===== src/rtl/hazard_scheduler_pkg.sv =====
// Purpose: shared pipeline control types: per-stage control bundles, flow
//   flags, hazard scheduler state enum and the NOP selection behind id_bubble.
// Latency: n/a (types and pure functions only). Backpressure: n/a.
package hazard_scheduler_pkg;

  // Control bundles that ID hands to ID/EX.
  typedef struct packed {
    logic       alu_src;
    logic [1:0] alu_op;
  } ex_ctrl_t;

  typedef struct packed {
    logic mem_read;
    logic mem_write;
  } mem_ctrl_t;

  typedef struct packed {
    logic reg_write;
    logic mem_to_reg;
  } wb_ctrl_t;

  typedef struct packed {
    ex_ctrl_t  ex;
    mem_ctrl_t mem;
    wb_ctrl_t  wb;
  } id_ctrl_t;

  // Per-register flow request: hold contents or squash them.
  typedef struct packed {
    logic stall;
    logic flush;
  } stage_flow_t;

  // Hazard scheduler states.
  typedef enum logic [1:0] {
    RUN      = 2'd0,
    MEM_WAIT = 2'd1,
    TIMEOUT  = 2'd2
  } sched_state_e;

  // An all-zero bundle never writes memory or the register file, so it is a NOP.
  localparam id_ctrl_t NOP_CTRL = '0;

  // id_bubble selects the NOP bundles in place of the decoded ones.
  function automatic id_ctrl_t select_id_ctrl(input logic id_bubble, input id_ctrl_t decoded);
    return id_bubble ? NOP_CTRL : decoded;
  endfunction

  // A load in EX feeding a source of the instruction in ID; x0 never creates a hazard.
  function automatic logic load_use_hazard(input logic       ex_mem_read,
                                           input logic [4:0] ex_rd_addr,
                                           input logic [4:0] id_rs1_addr,
                                           input logic [4:0] id_rs2_addr);
    return ex_mem_read && (ex_rd_addr != 5'd0) &&
           ((ex_rd_addr == id_rs1_addr) || (ex_rd_addr == id_rs2_addr));
  endfunction

endpackage


===== src/rtl/hazard_scheduler_sat.sv =====
// Purpose: saturating up-counter; sticks at all-ones instead of wrapping.
// Latency: count reflects inc one clock later. Backpressure: none.
// Ports: clk, reset (async, active-low), inc (count this cycle), count.
module sat_counter #(
  parameter int WIDTH = 32
) (
  input  logic             clk,
  input  logic             reset,
  input  logic             inc,
  output logic [WIDTH-1:0] count
);

  always_ff @(posedge clk or negedge reset) begin
    if (!reset) begin
      count <= '0;
    end else if (inc && (count != '1)) begin
      count <= count + WIDTH'(1);
    end
  end

endmodule


===== src/rtl/hazard_scheduler.sv =====
// Purpose: pipeline hazard scheduler: memory freeze, branch flush, load-use stall, perf counters.
// Latency: stall/flush outputs are combinational (zero cycle); counters and mem_timeout are registered.
// Backpressure: a pending data access (dmem_req without dmem_ready) freezes the whole pipeline.
// Ports: clk; reset (async, active-low); id_rs1_addr/id_rs2_addr, ex_rd_addr, ex_mem_read,
//   ex_branch_taken, dmem_req, dmem_ready in; pc_stall, if_id_stall, id_bubble, if_id_flush,
//   id_ex_flush, ex_mem_stall, mem_wb_stall, mem_timeout, stall_cycles, flush_events out.
module hazard_scheduler
  import hazard_scheduler_pkg::*;
#(
  parameter int MEM_TIMEOUT = 16,
  parameter int PERF_W      = 32
) (
  input  logic              clk,
  input  logic              reset,
  input  logic [4:0]        id_rs1_addr,
  input  logic [4:0]        id_rs2_addr,
  input  logic [4:0]        ex_rd_addr,
  input  logic              ex_mem_read,
  input  logic              ex_branch_taken,
  input  logic              dmem_req,
  input  logic              dmem_ready,
  output logic              pc_stall,
  output logic              if_id_stall,
  output logic              id_bubble,
  output logic              if_id_flush,
  output logic              id_ex_flush,
  output logic              ex_mem_stall,
  output logic              mem_wb_stall,
  output logic              mem_timeout,
  output logic [PERF_W-1:0] stall_cycles,
  output logic [PERF_W-1:0] flush_events
);

  localparam int CNT_W = $clog2(MEM_TIMEOUT + 1);
  localparam logic [CNT_W-1:0] WAIT_LAST = CNT_W'(MEM_TIMEOUT - 1);

  sched_state_e     state, next_state;
  logic [CNT_W-1:0] wait_cnt, wait_cnt_nxt;
  logic             mem_freeze;
  logic             hazard;

  always_ff @(posedge clk or negedge reset) begin
    if (!reset) begin
      state       <= RUN;
      wait_cnt    <= '0;
      mem_timeout <= 1'b0;
    end else begin
      state    <= next_state;
      wait_cnt <= wait_cnt_nxt;
      // Sticky: only reset clears it, even after the access completes.
      if (next_state == TIMEOUT) begin
        mem_timeout <= 1'b1;
      end
    end
  end

  always_comb begin
    next_state   = state;
    wait_cnt_nxt = wait_cnt;
    case (state)
      RUN: begin
        // A ready with no request is ignored; a same-cycle ready never freezes.
        if (dmem_req && !dmem_ready) begin
          next_state   = MEM_WAIT;
          wait_cnt_nxt = '0;
        end
      end
      MEM_WAIT: begin
        if (dmem_ready) begin
          next_state = RUN;
        end else begin
          wait_cnt_nxt = wait_cnt + CNT_W'(1);
          if (wait_cnt == WAIT_LAST) begin
            next_state = TIMEOUT;
          end
        end
      end
      TIMEOUT: begin
        if (dmem_ready) begin
          next_state = RUN;
        end
      end
      default: next_state = RUN;
    endcase
  end

  // The freeze covers the completing cycle too; the pipeline moves on the following edge.
  assign mem_freeze = ((state == RUN) && dmem_req && !dmem_ready) || (state != RUN);
  assign hazard     = load_use_hazard(ex_mem_read, ex_rd_addr, id_rs1_addr, id_rs2_addr);

  always_comb begin
    pc_stall     = 1'b0;
    if_id_stall  = 1'b0;
    id_bubble    = 1'b0;
    if_id_flush  = 1'b0;
    id_ex_flush  = 1'b0;
    ex_mem_stall = 1'b0;
    mem_wb_stall = 1'b0;
    // reset is active-low: nothing is requested while it is held.
    if (reset) begin
      if (mem_freeze) begin
        pc_stall     = 1'b1;
        if_id_stall  = 1'b1;
        ex_mem_stall = 1'b1;
        mem_wb_stall = 1'b1;
      end else if (ex_branch_taken) begin
        // The instruction in ID is on the wrong path, so its hazard is moot.
        if_id_flush = 1'b1;
        id_ex_flush = 1'b1;
      end else if (hazard) begin
        pc_stall    = 1'b1;
        if_id_stall = 1'b1;
        id_bubble   = 1'b1;
      end
    end
  end

  sat_counter #(.WIDTH(PERF_W)) u_stall_cnt (
    .clk   (clk),
    .reset (reset),
    .inc   (pc_stall),
    .count (stall_cycles)
  );

  sat_counter #(.WIDTH(PERF_W)) u_flush_cnt (
    .clk   (clk),
    .reset (reset),
    .inc   (if_id_flush),
    .count (flush_events)
  );

endmodule


===== config.mk =====
export PLATFORM = sky130hd
export DESIGN_NAME = hazard_scheduler
export DESIGN_NICKNAME = d
export VERILOG_FILES = /design/src/rtl/hazard_scheduler_pkg.sv /design/src/rtl/hazard_scheduler_sat.sv /design/src/rtl/hazard_scheduler.sv
export SDC_FILE = /design/constraint.sdc
export NUM_CORES = 1
export LEC_CHECK = 0
export ABC_CLOCK_PERIOD_IN_PS = 2400
export CAP_MARGIN = 30
export CORE_UTILIZATION = 38
export DETAILED_ROUTE_END_ITERATION = 8
export PLACE_DENSITY = 0.66
export SLEW_MARGIN = 10
export SYNTH_ARGS = -nofsm -noshare
export SYNTH_HDL_FRONTEND = slang
export SYNTH_HIERARCHICAL = 1
export SYNTH_SLANG_ARGS = --single-unit

===== constraint.sdc =====
create_clock -name clk -period 2.4 [get_ports clk]
set_clock_uncertainty 0.2 [all_clocks]
set_input_delay 0.48 -clock clk [delete_from_list [all_inputs] [get_ports clk]]
set_output_delay 0.48 -clock clk [all_outputs]
set_load 0.02 [all_outputs]

; Yosys cells after proc, flatten, opt, wreduce, memory -nomap -nowiden
; Cells that the tools add are included.
[word_totals]
reg_bits = 72
input_bits = 21
out_inout_bits = 72
elab_cells = 52
[op_classes]
n_addsub = 3
n_eq_ne = 10
mux = 19
reduce_logical = 15
[ops]
columns = operator, n
row1 = $add A32 B1 Y32 const B, 2
row2 = $ne A32 B32 Y1 const B, 2
row3 = $mux W1, 11
row4 = $eq A5 B5 Y1, 2
row5 = $mux W5, 2
row6 = $pmux W5 S2, 1
row7 = $mux W2, 4
row8 = $logic_and A1 B1 Y1, 7
row9 = $pmux W2 S3, 1
row10 = $add A5 B1 Y5 const B, 1
row11 = $eq A5 B4 Y1 const B, 1
row12 = $reduce_bool A5 Y1, 1
row13 = $eq A2 B2 Y1 const B, 2
row14 = $ne A2 B2 Y1 const B, 2
row15 = $reduce_bool A2 Y1, 2
row16 = $reduce_and A3 Y1, 1
row17 = $eq A2 B1 Y1 const B, 1
row18 = $logic_not A2 Y1, 1
row19 = $logic_or A1 B1 Y1, 2
row20 = $logic_not A1 Y1, 1

; Depth between registers and ports, before layout
; Gate-level depths: netlist of the first run.
[logic_depth]
word_depth = 8
mapped_depth = 10
depth_no_buf = 9

; By module
; Netlist of the first run, hierarchy kept.
[by_module_without_submodules]
columns = module, n_inst, cells_each, area_each_um2
row1 = sat_counter, 2, 151, 1624.1
row2 = hazard_scheduler, 1, 63, 578.1

; Least setup slack after synthesis of the first run
; Ideal clock, no wire load.
[synth_timing]
path_type = input-to-reg
start = in ex_rd_addr[2]
end = reg u_stall_cnt.count[29]
setup_ns = 0.080
arrival_time_ns = 2.632
slack_ns = -0.512
cell_stages = 10
path_buffers = 1
path_cell_list = xor2_1 > nor3_1 > a22oi_1 > o21bai_1 > and3_1 > nor2b_1 > clkbuf_1 > nand4_1 > nor4_2 > xor2_1
[synth_via]
elab_chain_len = 8
elab_cells_between_ends = 11
[synth_lines]
columns = element, line
row1 = from (decl), hazard_scheduler.sv:17  ; input logic [4:0] ex_rd_addr,
row2 = $eq A5 B5 Y1 or $reduce_bool A5 Y1 (tied branches), "hazard_scheduler_pkg.sv:55, hazard_scheduler_pkg.sv:54"
row3 = $logic_or A1 B1 Y1 or $logic_and A1 B1 Y1 (tied branches), "hazard_scheduler_pkg.sv:55, hazard_scheduler_pkg.sv:54"
row4 = $logic_and A1 B1 Y1 *, hazard_scheduler_pkg.sv:54  ; return ex_mem_read && (ex_rd_addr != 5'd0) &&
row5 = $mux W1 * (4 in series), --
row6 = via if_id_stall, hazard_scheduler.sv:23  ; output logic if_id_stall,
row7 = $logic_and A1 B1 Y1 *, hazard_scheduler_sat.sv:16  ; end else if (inc && (count != '1)) begin
row8 = to (signal assigned), hazard_scheduler_sat.sv:17  ; count <= count + WIDTH'(1);
row9 = to (decl), hazard_scheduler_sat.sv:10  ; output logic [WIDTH-1:0] count
; The timed path passes the listed nets; every way through them passes the cells marked *.
; A chain may end at the register's enable or synchronous reset.

; Worst setup path after layout of the first run
[layout_timing]
start = in ex_rd_addr[3]
end = out if_id_stall
[layout_via]
elab_chain_len = 7
elab_cells_between_ends = 10
[layout_lines]
columns = element, line
row1 = $eq A5 B5 Y1 or $reduce_bool A5 Y1 (tied branches), "hazard_scheduler_pkg.sv:55, hazard_scheduler_pkg.sv:54"
row2 = $logic_or A1 B1 Y1 or $logic_and A1 B1 Y1 (tied branches), "hazard_scheduler_pkg.sv:55, hazard_scheduler_pkg.sv:54"
row3 = $logic_and A1 B1 Y1 *, hazard_scheduler_pkg.sv:54
row4 = $mux W1 *, hazard_scheduler.sv:110  ; end else if (hazard) begin
row5 = $mux W1 *, hazard_scheduler.sv:106  ; end else if (ex_branch_taken) begin
row6 = $mux W1 *, hazard_scheduler.sv:101  ; if (mem_freeze) begin
row7 = $mux W1 *, hazard_scheduler.sv:100  ; if (reset) begin
row8 = to (decl), hazard_scheduler.sv:23
; Every way passes the cells marked *; elsewhere a longest branch is shown, timed or not.

==> results.ini, run 1 <==
[worst_setup_path]
worst-path-buf-inv = 2
crit_fanout = 4
arrival_ps = 1670
path_class = input pin to output pin
crit_required_ps = 1720
slowest_stage = or4_4
end_kind = output pin
path_delay_family = simple AND/OR/NAND/NOR gates
worstPathCellList = buf_2 > or4_4 > o2111ai_4 > o21bai_4 > buf_6
worstSetupStartpointType = input pin
critPathMaxStageDelay_ps = 520

[clocking]
cts_tree = built
insertion_delay_ps = 340
cts.path.max_buffers = 2
htreeDepth = 3
path_clk_slew_ps = 70
cts-root-buf = clkbuf_8
cts_buffers = 9
cts_sinks = 72

[synth]
syn_area_sq_um = 3830
synth_cells = 365
synth_largest_area_cell = dfrtp_1
synth_top_area_share_pct = 47.1
yosysUniqueCellTypes = 45
synthTopCellsByArea = dfrtp_1 (47%), xnor2_1 (11%), nand4_1 (4.9%)
ys_seq_area_share_pct = 47.1
ys_seq_elements = 72
yosysWarningCount = 6
synth.net_count = 390
avgSynthCellArea_sq_um = 10.5

[cells_and_area]
diodes = 0
postLayoutCellArea_sq_um = 5470
nets = 524
final_util_pct = 56.0
drive_gt1_share_pct = 21.1
syn2layout_area_growth_pct = 43.0

[die]
num_rows = 36
start_util_pct = 39.1
die-area_sq_um = 10500
pin_count = 93
die_height_um = 102
core-area_sq_um = 9770
die_w_um = 102

[sta]
drv_slew = 0
rsz0062_at_grt = yes
setup_viol_count_final = 0
fmax_ghz = 0.426
slew_headroom_pct = 72.7
finalCritPeriodShare_pct = 97.8
min_period_ps = 2350
whs_ps = 273
final_hold_viol_count = 0
tightest_slew_ps = 405

[min_path]
worstHoldPathType = flop to flop

[drt]
dr.pass1.iters = 4
routed_wl_um = 9680
drt.antenna.violating_nets = 0
viasPerCell = 5.18
drc = 0
wl_per_cell_um = 15.2
vias = 3291
drt_iter0_drc = 99

[power_and_ir_drop]
power_frac_clock_pct = 28.3
p_switching_w = 0.000964
swShare_pct = 31.3
power_density_nw_per_um2 = 563
p_int_w = 0.00212
pwr-share-comb_pct = 23.1
peakVddDrop_mv = 0.254
seqPwrFrac_pct = 48.6
p_total_w = 0.00308
leakage_nw = 2.29

[grt]
grt_pass1_vias = 3225
grt_pass1_wl_um = 15800
track_usage_pct = 19.7
grt_max_degree = 73
antenna_found_initial = 0
grt.overflow.total = 0

[place]
place.gp.congestion = 0.839
portBuffers = 92
dp_hpwl_um = 7060
placed_area_sq_um = 5160

[status]
outcome = complete, no violations

[run]
maxCapViolCount = 0

[registers in the layout, indices dropped and copies added, names as in the netlist]
name               flops
mem_timeout            1
state                  2
u_flush_cnt/count     32
u_stall_cnt/count     32
wait_cnt               5
[metal layers]
metal / global-route usage, % / part of all wire, %
met5: 0 / 0
met4: 7.14 / 0.87
met3: 4.38 / 5.3
met2: 30.0 / 47
met1: 27.4 / 47
[power by group through the flow]
stage	logic (W)	registers (W)	clock network, W
final	0.000711	0.00150	0.000872
after global routing	0.000766	0.00152	0.000968
after CTS	0.000700	0.00149	0.000911
after detailed placement	0.000686	0.00151	0
after global placement	0.000670	0.00150	0
after floorplan	0.000236	0.00158	0
[cells in the final DEF, fill, tap and decap left out, drive strengths merged, types with 3 or more instances in the layout]
master          n
nor4           11
xor2           20
dlygate4sd2     9
nand3          34
xnor2          48
nor2b           3
dfrtp          72
nand4          32
nor3           13
and4            8
clkdlybuf4s50  67
mux2            5
or4             5
a21oi           4
inv             7
clkdlybuf4s15   4
o211ai          4
nor2           22
o21ai           4
buf            47
clkbuf         15
nand2          38
and3            6
ha              4
[logic make-up (layout without fill, tap and decap cells)]
logic type               Yosys count  count (layout)  share of synthesized area (%)
AO/OA/AOI/OAI                     24              24                           5.17
XOR/XNOR                          68              68                           15.6
buffers and inverters             15             152                           2.19
flip-flops                        72              72                           47.1
adder cells (fa/ha/maj)            4               4                           1.31
AND/OR/NAND/NOR                  176             176                           26.9
multiplexers                       6               6                           1.73
[stage by stage]
step / cells / TNS [ps] / setup slack, ps
after floorplan: 365 / -631 / -164
after global placement: 618 / -33840 / -697
after detailed placement: 618 / -36180 / -776
after CTS: 633 / 0 / 0.627
after global routing: 635 / -1.21 / -1.21
final: 635 / 0 / 53.1
[repair_timing]
item	in CTS	in global routing
cloned	0	0
hold endpoints to repair	0	13
hold buffers	0	1
pin swaps	15	9
gates resized for setup	68	20
setup buffers	2	0
setup endpoints to repair	62	34
[area by class of cell]
type	instances	area, sq um
Fill cell	879	4300
Multi-Input combinational cell	278	2090
Sequential cell	72	1800
Timing Repair Buffer	131	1210
Clock buffer	14	173
Tap cell	133	166
Inverter	7	26.3
[cell usage after synthesis, drive strengths merged]
cell and count:
buf 6, a22oi 1, nor3 13, or4 5, nor2b 3, nand3 34
o2111ai 1, a21oi 4, o21ai 4, mux2i 1, nand2 38, a22o 2
nand3b 2, nor4 11, o21bai 1, clkbuf 2, and4 8, a32o 1
a211oi 1, inv 7, o211ai 4, ha 4, dfrtp 72, xnor2 48
xor2 20, nand4 32, a31oi 2, o31ai 2, or2 1, mux2 5
a21o 1, nor2 22, nor3b 1, and3 6
[worst paths after layout]
kind,depth (start not counted),end,slack [ps],from
max in group asynchronous,4,u_stall_cnt/count[29],970,reset
setup reg to reg,5,u_stall_cnt/count[1],160,u_stall_cnt/count[23]
min in group asynchronous,3,wait_cnt[4],470,reset
setup / recovery,5,if_id_stall,50,ex_rd_addr[3]
hold reg to reg,1,mem_timeout,270,mem_timeout
hold / removal,1,mem_timeout,270,mem_timeout
No activity file was read; power rests on OpenSTA's default activity.
==> run 2: changes to the inputs <==
Settings changed: ABC_AREA set to 1, ABC_CLOCK_PERIOD_IN_PS 2400 to 2100, PLACE_DENSITY 0.66 to not set.
Clock period 2.4 ns to 2.1 ns, I/O delays scaled along.
==> run 2 against run 1 <==
Compared with the run above:
- the run now ends with negative setup slack left
- register-to-register slack lost 230 ps
- final cell count grew 70%
- synthesized cell count grew 110%
- routed wire length grew 51%
- largest cell class unchanged
- flip-flop and latch count is the same
- non-clock buffer count grew 2
- sequential power grew 11%
==> results.ini, run 2 <==
[worst_setup_path]
crit_required_ps = 1480  ; -240 ps
reg2reg_to = u_flush_cnt/count[18]
critPathLaunch = state[0]
reg2reg_depth = 13  ; +8
end_kind = output pin
ff2ff_setup_slack_ps = -70  ; -230 ps
worstSetupStartpointType = flop
rr_startpoint = state[0]
path_class = flop to output pin
crit_fanout = 2  ; -2
crit_path_end = id_ex_flush
arrival_ps = 1600  ; -70 ps

[cells_and_area]
top_regs = u_flush_cnt/count (32), u_stall_cnt/count (32), wait_cnt (5)
fillers = 1276  ; +45%
final_cell_mix = nand2_1 (298), nor2_1 (97), inv_1 (72), dfrtp_1 (71), clkdlybuf4s50_1 (44)
syn2layout_area_growth_pct = 39.1
nets = 927  ; +77%
final_common_cell = nand2_1
drive_gt1_share_pct = 18.6  ; -2.5 points
postLayoutCellArea_sq_um = 7050  ; +29%
diodes = 0  ; unchanged

[power_and_ir_drop]
p_total_w = 0.00442  ; +44%
power_density_nw_per_um2 = 627  ; +11%
peakVddDrop_mv = 0.525  ; +110%
leakage_nw = 3.33  ; +45%

[clocking]
cts_buffers = 9  ; unchanged
insertion_delay_ps = 340  ; about the same
htreeDepth = 3  ; unchanged
cts.path.max_buffers = 2  ; unchanged
cts_tree = built
cts-root-buf = clkbuf_16
path_clk_slew_ps = 60  ; about the same
cts_sinks = 72  ; unchanged

[grt]
grt_pass1_wl_um = 24200  ; +53%
track_usage_pct = 21.7  ; +2.1 points
grt.overflow.total = 0  ; unchanged
antenna_found_initial = 0  ; unchanged
grt_pass1_vias = 5096  ; +58%
grt_max_degree = 46  ; -37%

[sta]
setup_tns_ps = -815  ; -815 ps
drv_slew = 0  ; unchanged
finalCritPeriodShare_pct = 106
min_period_ps = 2220
final_hold_viol_count = 0  ; unchanged
layout_setup_ws_ps = -117  ; -171 ps
fmax_ghz = 0.451
slew_headroom_pct = 61.3  ; -11 points
tightest_slew_ps = 581  ; +176 ps
setup_viol_count_final = 19  ; +19
rsz0062_at_grt = yes

[min_path]
worstHoldPathType = input pin to asynchronous set/reset pin

[place]
dp_hpwl_um = 11000  ; +56%
place.gp.congestion = 0.944  ; +13%
place_ws_ps = -694  ; +81.8 ps
placed_area_sq_um = 6370  ; +23%
portBuffers = 92  ; unchanged

[synth]
synth_cells = 771  ; +110%
ys_seq_elements = 72  ; unchanged
yosysUniqueCellTypes = 29  ; -36%
ys_top_cells_by_count = nand2_1 (310), nor2_1 (114), inv_1 (76)
synth_edf_count = 0  ; unchanged
ys_seq_area_share_pct = 35.5  ; -12 points
yosysWarningCount = 6  ; unchanged
syn_area_sq_um = 5070  ; +32%
synth_largest_area_cell = dfrtp_1
avgSynthCellArea_sq_um = 6.57  ; -37%
synth_top_area_share_pct = 35.5  ; -12 points
yosys_most_used_dff = dfrtp_1
synth.net_count = 796  ; +100%
synthTopCellsByArea = dfrtp_1 (36%), nand2_1 (23%), nor2_1 (8.4%)
synthArstFlopShare_pct = 100  ; unchanged
synth.most_common_cell = nand2_1

[die]
core-area_sq_um = 12800  ; +31%
die-area_sq_um = 13800  ; +32%
die_w_um = 117  ; +15%
pin_count = 93  ; unchanged
die_height_um = 117  ; +15%
start_util_pct = 39.5  ; +0.38 points
num_rows = 41  ; +14%

[drt]
routed_wl_um = 14600  ; +51%
drc = 0  ; unchanged
drt_iter0_drc = 476  ; +380%
dr.pass1.iters = 5  ; +1
drt.antenna.violating_nets = 0  ; unchanged
wl_per_cell_um = 13.6  ; -11%
vias = 5349  ; +63%
viasPerCell = 4.96  ; -4.3%

[status]
outcome = finished, violations left
violations = negative setup slack

[run]
maxCapViolCount = 0  ; unchanged

==> run 2: stage by stage <==
step / instances / util (%) / hold WS (ps)
floorplan: 771 / - / -75.6
global placement: 1048 / 49.7 / 258
detailed placement: 1048 / 49.7 / 257
CTS: 1070 / 52.9 / 48.6
global route: 1079 / 55.0 / 80.8
finish: 1079 / 55.0 / 27.3
==> run 2: area by class of cell <==
cell class	count	area (sq um)	area share, %
Clock buffer	12	267	3.78
Clock inverter	4	73.8	1.05
Timing Repair Buffer	133	1300	18.5
Tap cell	172	215	3.05
Multi-Input combinational cell	602	3060	43.4
Inverter	84	328	4.65
Sequential cell	72	1800	25.6
==> run 2: critical path, stage by stage, from the launching register on <==
cell	delay [ps]
dfrtp_1	390
nor2_2	160
inv_2	70
nor2_4	120
inv_2	70
nor3_4	220
buf_6	140
buf_6	100
==> run 2: how the worst min path moves through the flow <==
stage          cells after the start        start               endpoint
3_5_place_dp                       1  mem_timeout            mem_timeout
3_3_place_gp                       1  mem_timeout            mem_timeout
5_1_grt                            2        reset  u_flush_cnt/count[28]
6_report                           2        reset  u_flush_cnt/count[28]
4_1_cts                            2        reset  u_flush_cnt/count[24]
2_1_floorplan                      0        reset            mem_timeout
==> run 2: where the power goes <==
group          internal (W)  switching [W]
Sequential          0.00150       0.000164
Clock               0.00114       0.000615
Combinational      0.000461       0.000545
Total               0.00310        0.00132
==> run 2: layer usage <==
metal,up-vias,global-route usage (%),share of wire (%)
met3,25,3.15,4.3
li1,2653,-,-
met1,2533,27.8,45
met2,138,36.8,49
met5,-,0,0
met4,0,8.65,1.8
==> run 2: logic make-up (layout without fill, tap and decap cells) <==
kind of cell               count (synthesis)  count (layout)  synth area share (%)
AOI/OAI and AO/OA                         17              17                  2.02
xor gates and xnor gates                  18              18                  3.11
adders and majority gates                  4               4                 0.987
buffers and inverters                     97             233                  8.89
DFF                                       72              72                  35.5
and+or+nand+nor                          563             563                  49.4
==> run 2: timing repair <==
| item | 4_1_cts | 5_1_grt |
|---|---|---|
| hold buffers | 1 | 0 |
| gates cloned | 0 | 0 |
| pin swaps | 23 | 29 |
| resized for setup | 85 | 68 |
| buffers inserted | 5 | 11 |
| hold endpoints to repair | 27 | 0 |
| setup endpoints to repair | 48 | 63 |
